**src/rtl/codec_cfg_pkg.sv**
```systemverilog
// Shared types and codec configuration table
// for the I2C configuration sequencer.
package codec_cfg_pkg;

  typedef enum logic [2:0] {
    S_IDLE,
    S_LOAD,
    S_ISSUE,
    S_WAIT,
    S_CHECK,
    S_GAP,
    S_DONE,
    S_FAIL
  } state_t;

  localparam int ROM_DEPTH = 10;
  localparam logic [2:0] ACK_GOOD = 3'b111;

  // Word = {7-bit register address, 9-bit data}
  function automatic logic [15:0] rom_word(
    input int unsigned i
  );
    case (i)
      0: rom_word = {7'h0F, 9'h000}; // reset
      1: rom_word = {7'h00, 9'h017}; // left line in
      2: rom_word = {7'h01, 9'h017}; // right line in
      3: rom_word = {7'h02, 9'h079}; // headphone
      4: rom_word = {7'h04, 9'h012}; // analog path
      5: rom_word = {7'h05, 9'h000}; // digital path
      6: rom_word = {7'h06, 9'h000}; // power
      7: rom_word = {7'h07, 9'h042}; // format
      8: rom_word = {7'h08, 9'h000}; // sampling
      9: rom_word = {7'h09, 9'h001}; // active
      default: rom_word = 16'h0000;
    endcase
  endfunction

endpackage

```
**src/rtl/i2c_config_sequencer_if.sv**
```systemverilog
// Sequencer <-> I2C register writer bundle.
// master = sequencer, slave = writer.
interface i2c_config_sequencer_if;
  logic        ignition;
  logic [15:0] mux_data;
  logic        finish_flag;
  logic [2:0]  ack;

  modport master (
    output ignition, mux_data,
    input  finish_flag, ack
  );

  modport slave (
    input  ignition, mux_data,
    output finish_flag, ack
  );
endinterface

```
**src/rtl/codec_config_rom.sv**
```systemverilog
// Combinational codec configuration table;
// out-of-range index reads as zero.
module codec_config_rom
  import codec_cfg_pkg::*;
#(
  parameter int IW = 4
) (
  input  logic [IW-1:0] idx_i,
  output logic [15:0]   word_o
);

  // Table lookup with zero fill past the end
  always_comb begin
    word_o = 16'h0000;
    if (32'(idx_i) < ROM_DEPTH)
      word_o = rom_word(32'(idx_i));
  end

endmodule

```
**src/rtl/i2c_config_sequencer.sv**
```systemverilog
// Walks the codec table, drives the I2C writer,
// retries NACK/timeout and reports done/fail.
module i2c_config_sequencer
  import codec_cfg_pkg::*;
#(
  parameter int NUM_REGS       = 10,
  parameter int MAX_RETRY      = 3,
  parameter int GAP_CYCLES     = 50000,
  parameter int TIMEOUT_CYCLES = 2000000,
  parameter bit AUTO_START     = 1'b1,
  localparam int IW =
    (NUM_REGS > 1) ? $clog2(NUM_REGS) : 1,
  localparam int RW =
    (MAX_RETRY > 0) ? $clog2(MAX_RETRY + 1) : 1
) (
  input  logic clk,
  input  logic irstn,
  input  logic start,
  i2c_config_sequencer_if.master wr,
  output logic          busy,
  output logic          done,
  output logic          error,
  output logic [IW-1:0] reg_index,
  output logic [RW-1:0] retry_cnt
);

  localparam int TW =
    (TIMEOUT_CYCLES > 2) ? $clog2(TIMEOUT_CYCLES) : 1;
  localparam int GW =
    (GAP_CYCLES > 2) ? $clog2(GAP_CYCLES) : 1;

  localparam logic [TW-1:0] TMO_LAST =
    TW'(TIMEOUT_CYCLES - 1);
  localparam logic [GW-1:0] GAP_LAST =
    GW'(GAP_CYCLES - 1);
  localparam logic [IW-1:0] IDX_LAST =
    IW'(NUM_REGS - 1);
  localparam logic [RW-1:0] RTY_LAST =
    RW'(MAX_RETRY);

  state_t        state_q;
  logic          ign_q;
  logic [15:0]   mux_q;
  logic [IW-1:0] idx_q;
  logic [RW-1:0] rty_q;
  logic [TW-1:0] tmo_q;
  logic [GW-1:0] gap_q;
  logic          fin_q;
  logic          force_q;
  logic [15:0]   rom_w;
  logic          pass;

  codec_config_rom #(.IW(IW)) u_rom (
    .idx_i  (idx_q),
    .word_o (rom_w)
  );

  assign pass = (wr.ack == ACK_GOOD) && !force_q;

  // Sequencer FSM with registered writer outputs
  always_ff @(posedge clk or negedge irstn) begin
    if (!irstn) begin
      state_q <= S_IDLE;
      ign_q   <= 1'b0;
      mux_q   <= 16'h0000;
      idx_q   <= '0;
      rty_q   <= '0;
      tmo_q   <= '0;
      gap_q   <= '0;
      fin_q   <= 1'b0;
      force_q <= 1'b0;
    end else begin
      fin_q <= wr.finish_flag;
      case (state_q)
        S_IDLE: begin
          if (start || AUTO_START) begin
            idx_q   <= '0;
            rty_q   <= '0;
            state_q <= S_LOAD;
          end
        end
        S_LOAD: begin
          mux_q   <= rom_w;
          state_q <= S_ISSUE;
        end
        S_ISSUE: begin
          ign_q   <= 1'b1;
          tmo_q   <= '0;
          force_q <= 1'b0;
          state_q <= S_WAIT;
        end
        S_WAIT: begin
          if (tmo_q != '1)
            tmo_q <= tmo_q + TW'(1);
          if (wr.finish_flag && !fin_q) begin
            ign_q   <= 1'b0;
            state_q <= S_CHECK;
          end else if (tmo_q == TMO_LAST) begin
            ign_q   <= 1'b0;
            force_q <= 1'b1;
            state_q <= S_CHECK;
          end
        end
        S_CHECK: begin
          gap_q <= '0;
          if (pass) begin
            if (idx_q == IDX_LAST) begin
              state_q <= S_DONE;
            end else begin
              idx_q   <= idx_q + IW'(1);
              rty_q   <= '0;
              state_q <= S_GAP;
            end
          end else if (rty_q == RTY_LAST) begin
            state_q <= S_FAIL;
          end else begin
            rty_q   <= rty_q + RW'(1);
            state_q <= S_GAP;
          end
        end
        S_GAP: begin
          if (gap_q == GAP_LAST)
            state_q <= S_LOAD;
          else
            gap_q <= gap_q + GW'(1);
        end
        S_DONE, S_FAIL: begin
          if (start) begin
            idx_q   <= '0;
            rty_q   <= '0;
            state_q <= S_LOAD;
          end
        end
      endcase
    end
  end

  assign wr.ignition = ign_q;
  assign wr.mux_data = mux_q;
  assign reg_index   = idx_q;
  assign retry_cnt   = rty_q;
  assign done        = (state_q == S_DONE);
  assign error       = (state_q == S_FAIL);
  assign busy        = !(state_q inside
                         {S_IDLE, S_DONE, S_FAIL});

endmodule

```
**src/flat_wrapper.sv**
```systemverilog
// flat-port wrapper written by rule: the top's interface ports become plain ports
module i2c_config_sequencer_flat import codec_cfg_pkg::*;
#(
  parameter int NUM_REGS       = 10,
  parameter int MAX_RETRY      = 3,
  parameter int GAP_CYCLES     = 50000,
  parameter int TIMEOUT_CYCLES = 2000000,
  parameter bit AUTO_START     = 1'b1,
  localparam int IW =
    (NUM_REGS > 1) ? $clog2(NUM_REGS) : 1,
  localparam int RW =
    (MAX_RETRY > 0) ? $clog2(MAX_RETRY + 1) : 1
)
  (clk, irstn, start, busy, done, error, reg_index, retry_cnt, wr_ignition, wr_mux_data, wr_finish_flag, wr_ack);
  i2c_config_sequencer_if wr_i ();
  input  logic clk;
  input  logic irstn;
  input  logic start;
  output logic busy;
  output logic done;
  output logic error;
  output logic [IW-1:0] reg_index;
  output logic [RW-1:0] retry_cnt;
  output wire logic [$bits(wr_i.ignition)-1:0] wr_ignition;
  output wire logic [$bits(wr_i.mux_data)-1:0] wr_mux_data;
  input wire logic [$bits(wr_i.finish_flag)-1:0] wr_finish_flag;
  input wire logic [$bits(wr_i.ack)-1:0] wr_ack;
  assign wr_ignition = wr_i.ignition;
  assign wr_mux_data = wr_i.mux_data;
  assign wr_i.finish_flag = wr_finish_flag;
  assign wr_i.ack = wr_ack;
  i2c_config_sequencer #(.NUM_REGS(NUM_REGS), .MAX_RETRY(MAX_RETRY), .GAP_CYCLES(GAP_CYCLES), .TIMEOUT_CYCLES(TIMEOUT_CYCLES), .AUTO_START(AUTO_START)) u_core (.clk(clk), .irstn(irstn), .start(start), .wr(wr_i), .busy(busy), .done(done), .error(error), .reg_index(reg_index), .retry_cnt(retry_cnt));
endmodule
```
**config.mk**
```make
export PLATFORM = sky130hd
export DESIGN_NAME = i2c_config_sequencer_flat
export DESIGN_NICKNAME = d
export VERILOG_FILES = /design/src/rtl/codec_cfg_pkg.sv /design/src/rtl/i2c_config_sequencer_if.sv /design/src/rtl/codec_config_rom.sv /design/src/rtl/i2c_config_sequencer.sv /design/src/flat_wrapper.sv
export SDC_FILE = /design/constraint.sdc
export NUM_CORES = 1
export LEC_CHECK = 0
export BUFFER_PORTS_ARGS = -buffer_cell sky130_fd_sc_hd__buf_2
export CAP_MARGIN = 20
export CORE_MARGIN = 2
export CORE_UTILIZATION = 46
export DETAILED_ROUTE_END_ITERATION = 6
export PLACE_DENSITY = 0.72
export SLEW_MARGIN = 5
export SYNTH_ARGS = -nofsm -noshare
export SYNTH_HDL_FRONTEND = slang
export SYNTH_SLANG_ARGS = --single-unit
```
**constraint.sdc**
```tcl
create_clock -name clk -period 4 [get_ports clk]
set_input_delay 0.4 -clock clk [delete_from_list [all_inputs] [get_ports clk]]
set_output_delay 0.4 -clock clk [all_outputs]
set_load 0.02 [all_outputs]
```
==> impl_metrics.csv <==
group,metric,value,unit
floorplanning,ioPinCount,33,
clocking,cts_sinks,59,
logic_synthesis,synth_edf_count,0,
sta,slew_violations,0,
layout,final_core_utilization,0.523,
global_routing,grt_pass1_wl,12700,um
clocking,cts_inserted_buffers,9,
route,routed_wirelength,7360,um
layout,multiInputGateArea,0.00181,mm2
sta,max_freq,0.489,GHz
worst_setup_path,r2r_end,"u_core.tmo_q[20]$_DFFE_PN0P_",
logic_synthesis,yosysWarnings,0,
layout,layout-drive-gt1-share,0.143,
logic_synthesis,syn_inst,385,
pwr,peakVddDrop,0.000304,V
place,place_ws,2010,ps
global_routing,grt_max_degree,60,
clocking,htree_levels,3,
logic_synthesis,yosysUniqueCellTypes,52,
global_routing,antenna_found_initial,0,
worst_setup_path,reg2reg_from,"u_core.state_q[2]$_DFFE_PN0P_",
status,status,"finished, final reports clean",
sta,setup_viol_count_final,0,
floorplanning,dieWidth,90.6,um
worst_setup_path,cpPeakStageDelay,620,ps
route,ant_nets,0,
pwr,p_leak,1.75,nW
min_path,min_delay_path_depth,1,
logic_synthesis,ys_seq_area_frac,0.428,
route,route.detailed.drc,0,
worst_setup_path,crit_arrival,2310,ps
sta,relSlewSlack,0.376,
place,dp_hpwl,4810,um
place,port_buffers,27,
clocking,clockBufferDepth,2,
sta,worst_slack,1950,ps
floorplanning,coreArea,0.00725,mm2
worst_setup_path,crit_type,"flip-flop to flip-flop",
worst_setup_path,critPathMaxFanout,25,
place,place_congestion,0.825,
worst_setup_path,endpoint_kind,"flip-flop",
layout,n_antenna_cell,0,
sta,fin_crit,2050,ps
clocking,clk_pin_slew,60,ps
logic_synthesis,synth_seq_cells,59,
clocking,cts_tree,"built",
clocking,postCtsHoldBufs,0,
floorplanning,die_area,0.00820,mm2
worst_setup_path,worstRegToRegCells,4,
layout,register_area,0.00148,mm2
clocking,root_buffer,"clkbuf_8",
worst_setup_path,required,4260,ps
route,dr.pass1.iters,4,
worst_setup_path,path_cells,"nand2b_1, nor4_1, a31oi_1, a21oi_1",
global_routing,overflow,0,
global_routing,track_usage,0.188,
worst_setup_path,reg2reg_slack,1950,ps
worst_setup_path,crit_slowest_cell,"nand2b_1",
floorplanning,start_util,0.475,
worst_setup_path,startpoint_type,"flip-flop",
logic_synthesis,netlist_area,0.00345,mm2
layout,fillers,691,
sta,finalCritPeriodShare,0.512,
clocking,clock_latency,340,ps
sta,hold_slack,179,ps
clocking,ctsResizeCount,0,
layout,syn2layout_area_growth,9.98,%
floorplanning,fp.dieH,90.6,um
clocking,cts_setup_buffers,0,
logic_synthesis,syn_avg_cell_area,8.96,um2
layout,fin_nets,419,
logic_synthesis,ys.flop_type,"dfrtp_1",
logic_synthesis,async_flop_share,1.00,
sta,hold_viol_final,0,
sta,worstMarginPinSlew,936,ps
route,initialDrtViolationCount,182,
pwr,pwr_density_cell,514,mW/mm2
flow_run,max_cap_violations,0,
global_routing,grt_pass1_vias,2752,
floorplanning,rows,31,
min_path,hold_class,"input port to flip-flop",
sta,skew,8.52,ps
route,wl_per_cell,14.5,um
route,via_per_inst,5.75,
sta,fin_tns_setup,0,ps
sta,grt_setup_unrepaired,"no",
min_path,worstHoldStart,"wr_finish_flag",
min_path,hold_end,"u_core.fin_q$_DFF_PN0_",
route,via_count,2910,
[Yosys cell counts (all sizes together) (2+ instances only)]
cell type | instances | area (um2)
dfrtp | 59 | 1480
nand2 | 46 | 175
nor2 | 35 | 131
a21oi | 27 | 143
nand3 | 23 | 115
clkbuf | 17 | 63.8
o21ai | 17 | 85.1
nand4 | 12 | 90.1
buf | 11 | 75.1
inv | 10 | 37.5
ha | 9 | 113
nand4b | 9 | 78.8
nor3 | 9 | 45.0
xor2 | 9 | 78.8
and3 | 8 | 51.3
o31ai | 8 | 60.1
a31oi | 7 | 43.8
o211ai | 7 | 52.6
nand2b | 6 | 37.5
nor4 | 6 | 67.6
and4 | 5 | 46.3
a221o | 4 | 40.0
and2 | 4 | 25.0
mux2 | 4 | 45.0
a211oi | 3 | 22.5
a41o | 3 | 30.0
o22ai | 3 | 18.8
xnor2 | 3 | 26.3
a41oi | 2 | 17.5
mux2i | 2 | 20.0
nand3b | 2 | 15.0
nor2b | 2 | 12.5
nor4b | 2 | 17.5
o41ai | 2 | 17.5
[cell usage in the layout, fill, tap and decap left out, types with 5 or more instances in the layout]
cell type / instances
dfrtp_1: 59
nand2b_1: 6
a31oi_1: 7
nand4b_1: 9
conb_1: 5
ha_1: 9
nand3_1: 23
o21ai_0: 15
and3_1: 7
inv_1: 10
xor2_1: 9
o211ai_1: 7
clkbuf_8: 12
o31ai_1: 8
nor2_1: 35
nand4_1: 11
nand2_1: 45
a21oi_1: 25
buf_2: 27
nor3_1: 9
[cell families (layout without fill, tap and decap cells)]
logic type / count (synthesis) / in the layout / share of synthesized area
flip-flops: 59 / 59 / 0.428
AND/OR/NAND/NOR: 171 / 171 / 0.269
adder cells (fa/ha/maj): 9 / 9 / 0.0327
AO/OA/AOI/OAI: 89 / 89 / 0.169
buffers and inverters: 38 / 56 / 0.0512
other: 1 / 5 / 0.00109
XOR/XNOR: 12 / 12 / 0.0305
multiplexers: 6 / 6 / 0.0189
[worst max-delay path: cells and delay by family, from the launching register on]
family             cells  cell delay (ps)
AOI/OAI and AO/OA      2              270
DFF                    1              490
and+or+nand+nor        2             1210
[state kept, by name, summed over array words and instances (netlist names)]
register and count:
u_core.reg_index 4, u_core.gap_q 16, u_core.tmo_q 21, u_core.fin_q 1, u_core.state_q 3, u_core.retry_cnt 2, u_core.wr.ignition 1, u_core.wr.mux_data 10
u_core.force_q 1
[power breakdown]
part           internal [W]  switching (W)  total (W)
Clock              0.000270       0.000226   0.000496
Sequential         0.000698      0.0000982   0.000796
Combinational      0.000216       0.000440   0.000656
[metal layers]
layer,track usage,wire length (um)
met1,0.237,3390
met2,0.314,3620
met3,0.0534,250
met4,0.0590,102
met5,0,0
[worst max-delay path by stage]
| stage | from | end | slack (ps) | cells past startpoint |
|---|---|---|---|---|
| 6_report | u_core.state_q[2]$_DFFE_PN0P_ | u_core.tmo_q[20]$_DFFE_PN0P_ | 1950 | 4 |
| 5_1_grt | u_core.state_q[1]$_DFFE_PN0P_ | u_core.tmo_q[20]$_DFFE_PN0P_ | 1750 | 4 |
| 4_1_cts | u_core.state_q[2]$_DFFE_PN0P_ | u_core.tmo_q[20]$_DFFE_PN0P_ | 2000 | 4 |
| 3_5_place_dp | u_core.state_q[2]$_DFFE_PN0P_ | u_core.tmo_q[20]$_DFFE_PN0P_ | 2010 | 4 |
| 3_3_place_gp | u_core.tmo_q[1]$_DFFE_PN0P_ | u_core.tmo_q[17]$_DFFE_PN0P_ | 2080 | 6 |
| 2_1_floorplan | u_core.tmo_q[1]$_DFFE_PN0P_ | u_core.tmo_q[17]$_DFFE_PN0P_ | 2190 | 6 |
[cell type report]
class | instances | share of cell area
Tap cell | 99 | 0.0327
Inverter | 10 | 0.00990
Timing Repair Buffer | 31 | 0.0435
Clock inverter | 2 | 0.00264
Clock buffer | 13 | 0.0445
Multi-Input combinational cell | 292 | 0.477
Sequential cell | 59 | 0.389
[metrics by stage]
step / power (W) / instances / cell area [um2]
after detailed placement: 0.00146 / 491 / 3610
after floorplan: 0.00129 / 389 / 3460
after CTS: 0.00196 / 506 / 3790
after global placement: 0.00144 / 491 / 3610
after global routing: 0.00208 / 506 / 3790
final: 0.00195 / 506 / 3790
(Power assumes the default switching activity.)
